## src/rtl/prog_loader_pkg.sv

```systemverilog
//------------------------------------------------------------------------------
// prog_loader_pkg : state encoding and length decode shared by the loader.
// Revision: 1.0
//------------------------------------------------------------------------------
`default_nettype none
`timescale 1ns/1ps

package prog_loader_pkg;

   localparam int unsigned STATE_W = 3;

   localparam logic [STATE_W-1:0] S_IDLE = 3'd0;
   localparam logic [STATE_W-1:0] S_LEN  = 3'd1;
   localparam logic [STATE_W-1:0] S_DATA = 3'd2;
   localparam logic [STATE_W-1:0] S_CSUM = 3'd3;
   localparam logic [STATE_W-1:0] S_DONE = 3'd4;
   localparam logic [STATE_W-1:0] S_ERR  = 3'd5;

   // Same encoding as the localparams, for tools that decode enums in waves.
   typedef enum logic [STATE_W-1:0] {
      ST_IDLE = S_IDLE,
      ST_LEN  = S_LEN,
      ST_DATA = S_DATA,
      ST_CSUM = S_CSUM,
      ST_DONE = S_DONE,
      ST_ERR  = S_ERR
   } state_e;

   // A length byte of this value requests a full-memory load.
   localparam int unsigned LEN_FULL_CODE = 0;

   function automatic int unsigned decode_len(input int unsigned raw,
                                              input int unsigned addr_w);
      return (raw == LEN_FULL_CODE) ? (32'd1 << addr_w) : raw;
   endfunction

endpackage

`default_nettype wire

```

## src/rtl/prog_loader_memory_rw.sv

```systemverilog
//------------------------------------------------------------------------------
// memory_rw : 2**ADDR_W x DATA_W storage, synchronous write, asynchronous read.
// Revision: 1.0
//------------------------------------------------------------------------------
`default_nettype none
`timescale 1ns/1ps

module memory_rw #(
   parameter int ADDR_W = 8,
   parameter int DATA_W = 8
) (
   input  logic              clk,
   input  logic              i_we,
   input  logic [ADDR_W-1:0] i_waddr,
   input  logic [DATA_W-1:0] i_wdata,
   input  logic [ADDR_W-1:0] i_raddr,
   output logic [DATA_W-1:0] o_rdata
);

   localparam int DEPTH = 2 ** ADDR_W;

   // Deliberately unreset: contents survive a reset of the loader.
   logic [DATA_W-1:0] r_mem [DEPTH];

   always_ff @(posedge clk) begin
      if (i_we) begin
         r_mem[i_waddr] <= i_wdata;
      end
   end

   assign o_rdata = r_mem[i_raddr];

endmodule

`default_nettype wire

```

## src/rtl/prog_loader.sv

```systemverilog
//------------------------------------------------------------------------------
// prog_loader : streams a length-prefixed program image into a CPU-readable
// memory. Optional trailing checksum enabled by PROG_LOADER_CHECKSUM_EN.
// Revision: 1.0
//------------------------------------------------------------------------------
`default_nettype none
`timescale 1ns/1ps

module prog_loader
   import prog_loader_pkg::*;
#(
   parameter int ADDR_W = 8,
   parameter int DATA_W = 8
) (
   input  logic              clk,
   input  logic              reset,
   input  logic              start,
   input  logic              in_valid,
   input  logic [DATA_W-1:0] in_data,
   output logic              in_ready,
   input  logic [ADDR_W-1:0] rd_addr,
   output logic [DATA_W-1:0] rd_data,
   output logic              busy,
   output logic              done,
   output logic              err,
   output logic [ADDR_W:0]   count
);

   logic [STATE_W-1:0] r_state;
   logic [ADDR_W-1:0]  r_wptr;
   logic [ADDR_W:0]    r_count;
   logic [ADDR_W:0]    r_len;

   logic               w_xfer;
   logic               w_we;
   logic               w_last;
   logic [ADDR_W:0]    w_len;
   logic [ADDR_W:0]    w_count_nx;

   assign in_ready = (r_state == S_LEN) || (r_state == S_DATA) || (r_state == S_CSUM);
   assign busy     = in_ready;
   assign done     = (r_state == S_DONE);
   assign count    = r_count;

   assign w_xfer     = in_valid && in_ready;
   assign w_we       = w_xfer && (r_state == S_DATA);
   assign w_count_nx = r_count + (ADDR_W+1)'(1);
   assign w_last     = (w_count_nx == r_len);
   assign w_len      = (ADDR_W+1)'(decode_len(32'(ADDR_W'(in_data)), ADDR_W));

`ifdef PROG_LOADER_CHECKSUM_EN
   logic [DATA_W-1:0] r_sum;
   logic [DATA_W-1:0] w_sum_nx;

   assign w_sum_nx = r_sum + in_data;
   assign err      = (r_state == S_ERR);

   always_ff @(posedge clk or posedge reset) begin
      if (reset) begin
         r_sum <= '0;
      end else if (start && !in_ready) begin
         r_sum <= '0;
      end else if (w_we) begin
         r_sum <= w_sum_nx;
      end
   end
`else
   assign err = 1'b0;
`endif

   always_ff @(posedge clk or posedge reset) begin
      if (reset) begin
         r_state <= S_IDLE;
         r_wptr  <= '0;
         r_count <= '0;
         r_len   <= '0;
      end else begin
         case (r_state)
            S_IDLE, S_DONE, S_ERR: begin
               if (start) begin
                  r_state <= S_LEN;
                  r_wptr  <= '0;
                  r_count <= '0;
               end
            end
            S_LEN: begin
               if (w_xfer) begin
                  r_len   <= w_len;
                  r_state <= S_DATA;
               end
            end
            S_DATA: begin
               if (w_xfer) begin
                  r_count <= w_count_nx;
                  // Pointer holds on the last word so a full load ends at the top address.
                  if (w_last) begin
`ifdef PROG_LOADER_CHECKSUM_EN
                     r_state <= S_CSUM;
`else
                     r_state <= S_DONE;
`endif
                  end else begin
                     r_wptr <= r_wptr + ADDR_W'(1);
                  end
               end
            end
`ifdef PROG_LOADER_CHECKSUM_EN
            S_CSUM: begin
               if (w_xfer) begin
                  r_state <= (w_sum_nx == '0) ? S_DONE : S_ERR;
               end
            end
`endif
            default: begin
               r_state <= S_IDLE;
            end
         endcase
      end
   end

   memory_rw #(
      .ADDR_W (ADDR_W),
      .DATA_W (DATA_W)
   ) u_mem (
      .clk     (clk),
      .i_we    (w_we),
      .i_waddr (r_wptr),
      .i_wdata (in_data),
      .i_raddr (rd_addr),
      .o_rdata (rd_data)
   );

endmodule

`default_nettype wire
```

## config.mk

```make
export PLATFORM = sky130hd
export DESIGN_NAME = prog_loader
export DESIGN_NICKNAME = d
export VERILOG_FILES = /design/src/rtl/prog_loader_pkg.sv /design/src/rtl/prog_loader_memory_rw.sv /design/src/rtl/prog_loader.sv
export SDC_FILE = /design/constraint.sdc
export NUM_CORES = 2
export LEC_CHECK = 0
export BUFFER_PORTS_ARGS = -buffer_cell sky130_fd_sc_hd__buf_2
export CORE_MARGIN = 2
export CORE_UTILIZATION = 30
export DETAILED_ROUTE_END_ITERATION = 6
export SYNTH_ARGS = -nofsm -noshare
export SYNTH_HDL_FRONTEND = slang
export SYNTH_SLANG_ARGS = --single-unit
```

## constraint.sdc

```tcl
create_clock -name clk -period 3.62 [get_ports clk]
set_clock_uncertainty 0.15 [all_clocks]
set_input_delay 0.543 -clock clk [delete_from_list [all_inputs] [get_ports clk]]
set_output_delay 0.543 -clock clk [all_outputs]
set_load 0.03 [all_outputs]
```

==> summary.md <==
| Metric | Value |
|---|---|
| Die extent in x | 525.3 um |
| Initial DRC Count | 5099 |
| Synth top area cells | edfxtp_1, mux4_2, mux2i_1, nor2_1, dfrtp_1 |
| Syn Area/Cell | 21.22 um^2 |
| Setup CP Type | register to output pin |
| Vias in the first global route | 42030 |
| RSZ-0062 raised after global routing | yes |
| Worst Setup End Kind | output pin |
| Yosys warns | 0 |
| Initial DRT Pass Iterations | 6 |
| Root buffer cell | clkbuf_16 |
| H-tree levels | 4 |
| Gr usage total | 15.34% |
| VDD IR max | 0.0005283 V |
| Violated checks | negative setup slack |
| Tightest Pin Transition | 1024 ps |
| Post-layout min period | 4036 ps |
| WP data required | 2930 ps |
| CP top delay family | multiplexers |
| Grt ovf | 0 |
| Yosys top cell area share | 75.44% |
| Layout area overhead | 20.77% |
| Final ANT Viol Nets | 0 |
| Startpoint Class | register |
| Core area | 270500 um^2 |
| Pleak | 31.59 nW |
| Setup violators final | 8 |
| First-pass GRT wire length | 308800 um |
| Final hold vios | 0 |
| CTS sink count | 2077 |
| CP max-delay cell | mux4_2 |
| Crit path cell chain | mux4_2 -> mux4_2 -> a22o_1 -> a211oi_4 -> buf_6 -> nor4_4 -> buf_6 |
| Worst-path clk slew | 60 ps |
| Critical path data arrival time | 3340 ps |
| Final setup TNS | -2258 ps |
| Antenna violations before repair | 11 |
| Place WS | -1316 ps |
| Worst skew pair latency | 850 ps |
| Number of CTS-inserted buffers | 200 |
| Pwr Total | 52.04 mW |
| Gate Count Post-Synth | 3842 |
| Post-Syn Area | 81520 um^2 |
| Final WL | 217500 um |
| Ys flop type | edfxtp_1 |
| Routed WL per cell | 26.30 um |
| Max Fclk | 247.8 MHz |
| IO Pins | 41 |
| Crit path buffers/inverters | 2 |
| Nets@finish | 4552 |
| RePlAce Congestion | 0.8637 |
| Final period utilization | 111.5% |
| Worst hold path class | primary input to register |
| DRC | 0 |
| Biggest area consumer among synthesized cells | edfxtp_1 |
| Clock tree buffer depth | 3 |
| Critical path peak fanout | 1 |
| Rel. slew slack | 31.75% |
| PnR worst setup slack | -416.3 ps |
| Vias per cell | 5.065 |
| Largest net degree at the start of global routing | 113 |
| #FFs+latches synth | 2077 |
| Synth async-reset ratio | 1.396% |
| Initial Utilization | 30.13% |
| Share of cells above drive strength 1 | 34.40% |
| Post-DP HPWL | 140000 um |
| Number of synthesized flops with an enable pin | 2048 |
| Die ar. | 275900 um^2 |
| Synth unique cells | 72 |
| Die Y-Extent | 525.3 um |
| Sequential area share after synthesis | 76.33% |
| Outcome | finished, violations left |
| Buffers on Ports | 39 |
| Via count | 41890 |
| Mapped Nets | 3867 |
| Slew Viols, Final | 0 |
| CTS tree | yes |
| PD cells | 528.5 nW/um^2 |
| Num rows | 191 |
| Worst path max stage delay | 520 ps |
| Max-cap viol count | 0 |
## stage by stage
step	instances	area (um^2)	hold slack [ps]	utilization, %
2_1_floorplan	3842	81540	351.1	-
5_1_grt	8270	98450	118.5	36.39
6_report	8271	98450	92.93	36.39
4_1_cts	8242	97970	96.07	36.21
3_5_place_dp	7864	90460	375.0	33.44
3_3_place_gp	7864	90460	368.5	33.44
## layout make-up
class,instances,area [um^2]
repair buffers,711,6471
fillers,24710,172100
diodes,3,7.507
clock inverters,140,1583
multi-input cells,1523,18480
well taps,3570,4467
flip-flops and latches,2077,62220
clock buffers,233,5171
inverters,14,52.55
## routing by layer
metal	vias to the layer above	wire (um)	GRT usage, %
met5	-	23	0
met1	22350	89430	20.97
li1	17470	-	-
met2	1775	104900	24.83
met4	4	6102	4.826
met3	288	17060	2.724
## cells in the final DEF, fill, tap and decap left out, types with 30 or more instances in the layout
| cell type | instances |
|---|---|
| o22ai_1 | 30 |
| mux4_2 | 476 |
| clkbuf_1 | 31 |
| clkinv_1 | 43 |
| nand2_1 | 82 |
| buf_4 | 575 |
| edfxtp_1 | 2048 |
| buf_12 | 59 |
| o221ai_1 | 45 |
| clkinv_2 | 39 |
| nor2_1 | 292 |
| a21oi_1 | 42 |
| o21ai_0 | 40 |
| mux2i_1 | 155 |
| bufinv_16 | 30 |
| clkbuf_16 | 204 |
## sequential cells by signal (all words and copies together), names as in the netlist
signal       count
r_wptr           8
r_state          3
count            9
r_len            9
u_mem.r_mem   2048
## worst paths after layout
kind	to	cells past startpoint	slack (ps)	startpoint
max	rd_data[1]	7	-420	u_mem.r_mem[199][1]$_DFFE_PP_
min	u_mem.r_mem[250][1]$_DFFE_PP_	1	90	in_data[1]
max reg2reg	u_mem.r_mem[112][4]$_DFFE_PP_	8	260	r_state[1]$_DFFE_PP0P_
min reg2reg	r_len[5]$_DFFE_PP0P_	1	390	r_len[5]$_DFFE_PP0P_
max in group asynchronous	count[6]$_DFFE_PP0P_	4	2860	reset
min in group asynchronous	count[2]$_DFFE_PP0P_	4	170	reset
## cells by family (layout without fill, tap and decap cells)
logic type	after synthesis	after routing	share of synthesized area [%]
AOI/OAI and AO/OA	321	321	2.809
adders and majority gates	5	5	0.07674
muxes	675	675	16.00
buffers and inverters	242	1098	1.929
DFF	2077	2077	76.33
other	1	4	0.004600
xor gates and xnor gates	12	12	0.1458
and+or+nand+nor	509	509	2.706
## cells in the mapped netlist, types with 8 or more instances
| cell type | count |
|---|---|
| nor4_1 | 17 |
| buf_4 | 25 |
| a22o_1 | 18 |
| a2111oi_0 | 10 |
| buf_6 | 23 |
| a211oi_1 | 21 |
| a22oi_1 | 23 |
| edfxtp_1 | 2048 |
| mux2i_1 | 156 |
| buf_8 | 19 |
| mux4_2 | 471 |
| o22ai_1 | 34 |
| o221ai_1 | 49 |
| and2_1 | 8 |
| nand3_1 | 22 |
| buf_2 | 56 |
| mux2_2 | 26 |
| nor2_1 | 294 |
| nand2b_1 | 8 |
| nor2b_1 | 16 |
| buf_1 | 11 |
| a221oi_1 | 16 |
| a21oi_1 | 50 |
| clkbuf_1 | 87 |
| o32ai_1 | 9 |
| mux4_1 | 22 |
| nand2_1 | 85 |
| o21ai_0 | 44 |
| nor3_1 | 26 |
| dfrtp_1 | 29 |
| xnor2_1 | 10 |
| inv_1 | 12 |
## report_power, final
group	leakage (nW)	total (mW)	switching, mW	internal [mW]
clock network	3.29	21.5	9.07	12.4
logic	9.52	3.94	2.42	1.52
registers	18.8	26.6	0.112	26.5
## repair_timing
item	4_1_cts	5_1_grt
pin swaps	30	19
endpoints found under the hold margin	32	0
setup endpoints to repair	8	8
setup buffers	6	26
hold buffers	3	0
gates cloned	3	2
gates resized for setup	137	45
(Power assumes the default switching activity.)
